## src/rtl/unified_mem_arbiter.sv

```systemverilog
// unified_mem_arbiter
//   Shares one single-port memory bus between the instruction-fetch (IF) port
//   and the data (MEM) port of a 5-stage pipeline. In each pipeline cycle the
//   data access is performed first and the fetch second. Both results are
//   buffered, and the whole pipeline is stalled until the buffers are valid.
//
// Ports
//   clk, rst_n                      clock, asynchronous active-low reset
//   inst_ren, inst_addr, inst_data  IF request (level), address, buffered result
//   mem_ren, mem_wen, mem_addr,
//   mem_dout, mem_din               MEM request (write wins if both), address,
//                                   write data, buffered read result
//   pipe_stall                      freezes all pipeline stage enables
//   bus_req, bus_we, bus_addr,
//   bus_wdata                       registered bus request fields
//   bus_rdata, bus_ack              bus response; bus_ack completes a transaction
//   bus_err                         sticky timeout flag (cleared only by reset)
module unified_mem_arbiter #(
  parameter int ADDR_W  = 32,
  parameter int DATA_W  = 32,
  parameter int TIMEOUT = 16
) (
  input  logic              clk,
  input  logic              rst_n,
  input  logic              inst_ren,
  input  logic [ADDR_W-1:0] inst_addr,
  output logic [DATA_W-1:0] inst_data,
  input  logic              mem_ren,
  input  logic              mem_wen,
  input  logic [ADDR_W-1:0] mem_addr,
  input  logic [DATA_W-1:0] mem_dout,
  output logic [DATA_W-1:0] mem_din,
  output logic              pipe_stall,
  output logic              bus_req,
  output logic              bus_we,
  output logic [ADDR_W-1:0] bus_addr,
  output logic [DATA_W-1:0] bus_wdata,
  input  logic [DATA_W-1:0] bus_rdata,
  input  logic              bus_ack,
  output logic              bus_err
);

  localparam int CNT_W = $clog2(TIMEOUT + 1);

  typedef enum logic [1:0] {
    IDLE   = 2'd0,
    D_WAIT = 2'd1,
    I_WAIT = 2'd2,
    DONE   = 2'd3
  } state_t;

  state_t             state_q, state_d;
  logic [CNT_W-1:0]   tmo_cnt;
  logic [DATA_W-1:0]  inst_buf, data_buf;
  logic               wait_st;
  logic               timed_out;
  logic               tx_done;
  logic               data_req;

  assign data_req  = mem_ren | mem_wen;
  assign wait_st   = (state_q == D_WAIT) || (state_q == I_WAIT);
  // The abort fires in the wait cycle that would bring the count of
  // un-acknowledged cycles up to TIMEOUT.
  assign timed_out = wait_st && !bus_ack && (tmo_cnt == CNT_W'(TIMEOUT - 1));
  assign tx_done   = wait_st && (bus_ack || timed_out);

  assign inst_data = inst_buf;
  assign mem_din   = data_buf;

  always_comb begin
    state_d    = state_q;
    pipe_stall = 1'b0;
    case (state_q)
      IDLE: begin
        pipe_stall = data_req | inst_ren;
        if (data_req)      state_d = D_WAIT;
        else if (inst_ren) state_d = I_WAIT;
      end
      D_WAIT: begin
        pipe_stall = 1'b1;
        if (tx_done) state_d = inst_ren ? I_WAIT : DONE;
      end
      I_WAIT: begin
        pipe_stall = 1'b1;
        if (tx_done) state_d = DONE;
      end
      DONE: begin
        pipe_stall = 1'b0;
        state_d    = IDLE;
      end
      default: state_d = IDLE;
    endcase
  end

  always_ff @(posedge clk or negedge rst_n) begin
    if (!rst_n) begin
      state_q   <= IDLE;
      tmo_cnt   <= '0;
      bus_req   <= 1'b0;
      bus_we    <= 1'b0;
      bus_addr  <= '0;
      bus_wdata <= '0;
      inst_buf  <= '0;
      data_buf  <= '0;
      bus_err   <= 1'b0;
    end else begin
      state_q <= state_d;

      // Counter restarts on every state change, so each wait state begins at 0.
      if (state_d != state_q) tmo_cnt <= '0;
      else if (wait_st)       tmo_cnt <= tmo_cnt + 1'b1;

      if (timed_out) bus_err <= 1'b1;

      case (state_q)
        IDLE: begin
          // bus_addr/bus_we/bus_wdata double as the latched request fields.
          if (data_req) begin
            bus_req   <= 1'b1;
            bus_we    <= mem_wen;
            bus_addr  <= mem_addr;
            bus_wdata <= mem_dout;
          end else if (inst_ren) begin
            bus_req  <= 1'b1;
            bus_we   <= 1'b0;
            bus_addr <= inst_addr;
          end
        end
        D_WAIT: begin
          if (tx_done) begin
            if (!bus_we) data_buf <= timed_out ? '0 : bus_rdata;
            bus_we <= 1'b0;
            if (inst_ren) begin
              // bus_req stays high; the fetch address appears next cycle.
              bus_addr <= inst_addr;
            end else begin
              bus_req <= 1'b0;
            end
          end
        end
        I_WAIT: begin
          if (tx_done) begin
            // A timed-out fetch yields all-zero, which decodes as a NOP.
            inst_buf <= timed_out ? '0 : bus_rdata;
            bus_req  <= 1'b0;
          end
        end
        default: begin
          bus_req <= 1'b0;
          bus_we  <= 1'b0;
        end
      endcase
    end
  end

endmodule

```

## config.mk

```make
export PLATFORM = sky130hd
export DESIGN_NAME = unified_mem_arbiter
export DESIGN_NICKNAME = d
export VERILOG_FILES = /design/src/rtl/unified_mem_arbiter.sv
export SDC_FILE = /design/constraint.sdc
export NUM_CORES = 1
export LEC_CHECK = 0
export ABC_AREA = 1
export CAP_MARGIN = 30
export CORE_MARGIN = 2
export CORE_UTILIZATION = 46
export DETAILED_ROUTE_END_ITERATION = 8
export GPL_TIMING_DRIVEN = 0
export HOLD_SLACK_MARGIN = 0.03
export PLACE_DENSITY = 0.87
export SLEW_MARGIN = 10
export SYNTH_ARGS = -nofsm -noshare
export SYNTH_HDL_FRONTEND = slang
export SYNTH_SLANG_ARGS = --single-unit
```

## constraint.sdc

```tcl
create_clock -name clk -period 4.35 [get_ports clk]
set_input_delay 1.305 -clock clk [delete_from_list [all_inputs] [get_ports clk]]
set_output_delay 1.305 -clock clk [all_outputs]
set_load 0.02 [all_outputs]
```

==> impl_metrics.toml, run 1 <==
[pwr]
intPower_mw = 4.71
comb_power_share = 0.515
power_mw = 7.81
switchingPower_mw = 3.09
power-per-cell-area_mw_per_mm2 = 817
p_sw_frac = 0.396
leakage_nw = 4.27
p_clk_frac = 0.189
pwr-share-seq = 0.296
ir_drop_mv = 0.616

[detailed_routing]
first_iter_violations = 329
met2_length_mm = 9.21
wl_met3_mm = 1.59
drtAntennaViolNets = 0
wl_per_cell_um = 16.5
top_layer = "met4"
drc = 0
drt_wl_total_mm = 18.3
drt-pass1-iter-count = 5
vias_per_cell = 5.18
dr_total_vias = 5733
wl_met1_mm = 7.00

[layout]
fin_nets = 1061
final_common_cell = "clkdlybuf4s50_1"
final_cells = 1106
layout_common_cells = "clkdlybuf4s50_1 (263), nand2_1 (179), dfrtp_1 (138)"
drive_gt1_frac = 0.117
antenna_cells = 0
fill_cells = 897
area_delta_synth_final_pct = 57.8

[yosys]
yosysSeqAreaShare = 0.570
synthCells = 637
avgSynthCellArea_um2 = 9.50
synth_top_area_cell = "dfrtp_1"
syn-num-nets = 777
ys_seq_elements = 138
netlist_top_cells_area = "dfrtp_1 (57%), nand2_1 (11%), mux2_2 (6.0%)"
synth_cell_type_count = 33
synth_top_area_frac = 0.570
yosysWarnings = 0
mappedNetlistArea_mm2 = 0.00605

[worst_setup_path]
slowest_delay_ns = 0.66
path_buf_inv = 4
critPathSlowestCell = "clkdlybuf4s50_1"
critPathTopFamily = "buffers and inverters"
crit_required_ns = 3.04
worst-setup-path-type = "primary input to primary output"
crit_path_start_kind = "primary input"
cp.arrival_ns = 2.80
path_max_fanout = 10
crit_path_end_kind = "primary output"
cp_cell_sequence = "buf_2, inv_2, clkbuf_1, a31oi_1, clkdlybuf4s50_1"

[cts]
clk_root_buffer_cell = "clkbuf_16"
post_cts_buffers = 0
postCtsResizedCells = 0
htree_levels = 4
cts_buffer_depth = 2
clock-sinks = 138
cts_made_buffers = 17
path_clk_slew_ns = 0.06
hold_buffers = 0
cts_tree = "built"
clkLatencyLatePin_ns = 0.42

[outcome]
status = "completed"

[placed_design]
place.detailed.hpwl_mm = 13.2
gp_congestion = 0.809
io_buffers = 264
dpl.cell_count = 1074

[timing]
fin_crit_sh = 0.944
worstMarginPinSlew_ns = 0.550
fin_crit_ns = 4.11
hold_viol_final = 0
setup_viol = 0
whs_ns = 0.483
max_freq_mhz = 243
rsz0062_at_grt = "no"
drv_slew = 0
skew_ns = 0.00887
maxSlewHeadroom = 0.633

[grt]
grt_max_degree = 83
grt_overflow = 0
antenna_found_initial = 1
grt_pass1_vias = 5786
grt_use_total = 0.269
grt_pass1_wl_mm = 29.8

[floorplanning]
die-height_um = 119
die_w_um = 119
coreArea_mm2 = 0.0127
die_area_mm2 = 0.0141
row_count = 41
pin_count = 266
start_util = 0.476

[job]
maxCapViolCount = 0

[hold_path]
hold_class = "flop to flop"
==> final cells by class <==
type                            instances  area, µm²  share of cell area
Clock inverter                          8        108              0.0113
Multi-Input combinational cell        447       2300               0.241
Timing Repair Buffer                  265       2670               0.280
Sequential cell                       138       3450               0.362
Clock buffer                           24        502              0.0525
Inverter                               12       47.5             0.00498
Buffer                                 40        255              0.0267
Tap cell                              172        215              0.0225
==> sequential cells by signal (all words and copies together) (netlist names) <==
register and cells:
bus_err 1, bus_req 1, bus_we 1, inst_data 32, bus_wdata 32, tmo_cnt 5
bus_addr 32, mem_din 32, state_q 2
==> routing by layer <==
metal,vias to the layer above,track usage
met5,-,0
met2,255,0.455
met4,0,0.108
met1,2754,0.309
li1,2684,-
met3,40,0.0960
==> metrics by stage <==
stage	TNS [ns]	area (µm²)	util	worst slack [ns]
2_1_floorplan	0	6050	-	0.882
3_3_place_gp	-489.82	8910	0.700	-3.56
3_5_place_dp	0	8940	0.703	0.272
4_1_cts	0	9550	0.751	0.252
5_1_grt	0	9550	0.751	0.139
6_report	0	9550	0.751	0.242
==> power groups by stage <==
| stage | combinational, mW | sequential (mW) | clock, mW |
|---|---|---|---|
| 6_report | 4.02 | 2.31 | 1.48 |
| 2_1_floorplan | 1.48 | 3.00 | 0 |
| 3_5_place_dp | 4.02 | 2.31 | 0 |
| 5_1_grt | 4.33 | 2.38 | 1.56 |
| 3_3_place_gp | 3.91 | 2.28 | 0 |
| 4_1_cts | 4.05 | 2.31 | 1.50 |
==> Yosys cell counts (all sizes together) <==
cell and n:
nand4 1, o21ai 101, inv 12, ha 6, xnor2 1, clkbuf 14, buf 26, mux2i 1
or2 2, dfrtp 138, o211ai 1, a31oi 1, and3 1, nand3 37, a21oi 36, nor2 42
mux2 32, nand2 183, xor2 2
==> path summary, 6_finish.rpt <==
check	from	endpoint	slack [ns]	cells past startpoint
hold reg to reg	bus_err$_DFFE_PN0P_	bus_err$_DFFE_PN0P_	0.48	1
hold / removal	bus_err$_DFFE_PN0P_	bus_err$_DFFE_PN0P_	0.48	1
min in group asynchronous	rst_n	mem_din[24]$_DFFE_PN0P_	0.85	1
setup reg to reg	tmo_cnt[0]$_DFFE_PN0P_	mem_din[13]$_DFFE_PN0P_	2.23	8
max in group asynchronous	rst_n	bus_wdata[12]$_DFFE_PN0P_	2.72	2
setup / recovery	inst_ren	pipe_stall	0.24	5
==> logic make-up after synthesis <==
logic type	Yosys count	synth area share
and+or+nand+nor	266	0.185
AOI/OAI and AO/OA	139	0.117
DFF	138	0.570
buffers and inverters	52	0.0500
muxes	33	0.0612
adders and majority gates	6	0.0124
xor gates and xnor gates	3	0.00434
Note: power is estimated with default switching activity, not from simulation.
==> run 2: changes to the inputs <==
--- a/config.mk
+++ b/config.mk
@@ -7,12 +7,11 @@
 export LEC_CHECK = 0
 export ABC_AREA = 1
 export CAP_MARGIN = 30
-export CORE_MARGIN = 2
-export CORE_UTILIZATION = 46
+export CORE_UTILIZATION = 38
 export DETAILED_ROUTE_END_ITERATION = 8
 export GPL_TIMING_DRIVEN = 0
 export HOLD_SLACK_MARGIN = 0.03
-export PLACE_DENSITY = 0.87
+export PLACE_DENSITY = 0.77
 export SLEW_MARGIN = 10
 export SYNTH_ARGS = -nofsm -noshare
 export SYNTH_HDL_FRONTEND = slang
==> constraint.sdc (replaced) <==
create_clock -name clk -period 3.6 [get_ports clk]
set_input_delay 1.08 -clock clk [delete_from_list [all_inputs] [get_ports clk]]
set_output_delay 1.08 -clock clk [all_outputs]
set_load 0.02 [all_outputs]
==> run 2 against run 1 <==
Register-to-register slack got worse by 0.68 ns. Combinational power increased by 19%. Clock skew up 0.0030 ns. Die area is 17% higher. Power is 19% higher. Global-route usage shrank 4.6 points. Via count is 4.1% lower. Count of clock-buffer cells in the layout fell by 7.
==> impl_metrics.toml, run 2 (synthesized netlist as in run 1, its figures left out) <==
[outcome]
status = "completed"

[timing]
setup_slack_ns = 0.176
setup_viol = 0
fin_crit_sh = 0.951
worstMarginPinSlew_ns = 0.520
finalSetupTns_ns = 0
hold_viol_final = 0
max_freq_mhz = 292
drv_slew = 0
rsz0062_at_grt = "no"
fin_crit_ns = 3.42
skew_ns = 0.0119
maxSlewHeadroom = 0.653
whs_ns = 0.481

[detailed_routing]
drt-pass1-iter-count = 5
first_iter_violations = 279
top_layer = "met4"
drt_wl_total_mm = 17.4
drtAntennaViolNets = 0
vias_per_cell = 4.80
wl_met3_mm = 1.48
wl_met1_mm = 7.17
wl_per_cell_um = 15.2
met2_length_mm = 8.53
dr_total_vias = 5496
drc = 0

[placed_design]
gp_congestion = 0.773
place.detailed.hpwl_mm = 12.7
pre_cts_ws_ns = -0.0435
io_buffers = 264

[hold_path]
hold_class = "flop to flop"
hold_start = "mem_din[23]$_DFFE_PN0P_"
min_to = "mem_din[23]$_DFFE_PN0P_"
worst_hold_path.num_cells = 2

[floorplanning]
row_count = 45
start_util = 0.394
pin_count = 266
die_area_mm2 = 0.0164
coreArea_mm2 = 0.0154
die-height_um = 128
die_w_um = 128

[worst_setup_path]
r2r_start = "tmo_cnt[0]$_DFFE_PN0P_"
worst-setup-path-type = "primary input to primary output"
regToRegSetupSlack_ns = 1.55
critPathTopFamily = "buffers and inverters"
path_buf_inv = 4
r2r_end = "mem_din[1]$_DFFE_PN0P_"
crit_required_ns = 2.52
cp_cell_sequence = "buf_2, inv_2, clkbuf_1, a31oi_1, dlygate4sd2_1"
r2r_cells = 9
crit_path_start_kind = "primary input"
critPathSlowestCell = "clkbuf_1"
crit_path_end_kind = "primary output"
slowest_delay_ns = 0.42
path_max_fanout = 10
cp.arrival_ns = 2.34

[cts]
clkLatencyLatePin_ns = 0.42
post_cts_buffers = 0
cts_buffer_depth = 2
path_clk_slew_ns = 0.06
hold_buffers = 0
postCtsResizedCells = 1
htree_levels = 4
cts_tree = "built"
clock-sinks = 138
cts_made_buffers = 17
clk_root_buffer_cell = "clkbuf_16"

[layout]
fill_cells = 1298
fin_nets = 1061
antenna_cells = 0
area_delta_synth_final_pct = 57.9
final_core_util = 0.622
layout_common_cells = "clkdlybuf4s50_1 (262), nand2_1 (179), dfrtp_1 (138)"
final_common_cell = "clkdlybuf4s50_1"
drive_gt1_frac = 0.119

[grt]
antenna_found_initial = 0
grt_use_total = 0.223
grt_pass1_wl_mm = 28.2
grt_max_degree = 88
grt_pass1_vias = 5567
grt_overflow = 0

[pwr]
power-per-cell-area_mw_per_mm2 = 968
power_mw = 9.25
ir_drop_mv = 0.535
leakage_nw = 4.25

[job]
maxCapViolCount = 0
run 2: cell count changes in the layout (fill, tap and decap cells not counted), sizes merged, moves of 2 or more:
cell      previous run  this run
clkbuf              38        31
inv                 14        18
clkinv               3         5
clkinvlp             1         3
run 2: final cells by class:
cell class / instances / area [µm²] / share of cell area
Buffer: 40 / 255 / 0.0267
Tap cell: 211 / 264 / 0.0276
Timing Repair Buffer: 265 / 2670 / 0.279
Multi-Input combinational cell: 447 / 2300 / 0.240
Sequential cell: 138 / 3450 / 0.361
Clock buffer: 17 / 425 / 0.0445
Inverter: 12 / 47.5 / 0.00498
Clock inverter: 15 / 143 / 0.0149
run 2: power by group:
group,total (mW),internal (mW),leakage (nW),switching [mW]
Sequential,2.77,2.32,1.67,0.456
Clock,1.69,0.965,0.274,0.724
Combinational,4.79,2.25,2.31,2.54
run 2: worst max path at each step:
stage,startpoint,to,depth (start not counted)
3_3_place_gp,rst_n,bus_wdata[0]$_DFFE_PN0P_,1
2_1_floorplan,inst_ren,pipe_stall,4
5_1_grt,inst_ren,pipe_stall,5
3_5_place_dp,inst_ren,pipe_stall,5
6_report,inst_ren,pipe_stall,5
4_1_cts,inst_ren,pipe_stall,5
run 2: worst min-delay path, cell delays in order, from the launching register on:
cell,delay [ns]
dfrtp_1,0.34
nand2_1,0.05
o21ai_0,0.05
run 2: stage by stage:
step / instance area [µm²] / cells
floorplan: 6050 / 637
global placement: 8960 / 1112
detailed placement: 8990 / 1113
CTS: 9560 / 1145
global route: 9560 / 1145
finish: 9560 / 1145
run 2: routing by layer:
metal  up-vias  global-route usage
met5         -                   0
met4         0              0.0754
met3        16              0.0797
met2       229               0.372
met1      2571               0.266
li1       2680                   -
==> run 3: changes to the inputs <==
--- a/config.mk
+++ b/config.mk
@@ -10,7 +10,7 @@
 export CORE_UTILIZATION = 38
 export DETAILED_ROUTE_END_ITERATION = 8
 export GPL_TIMING_DRIVEN = 0
-export HOLD_SLACK_MARGIN = 0.03
+export HOLD_SLACK_MARGIN = 0.05
 export PLACE_DENSITY = 0.77
 export SLEW_MARGIN = 10
 export SYNTH_ARGS = -nofsm -noshare
==> results of run 3 <==
Final layout, timing and power as in run 2 (identical DEF).
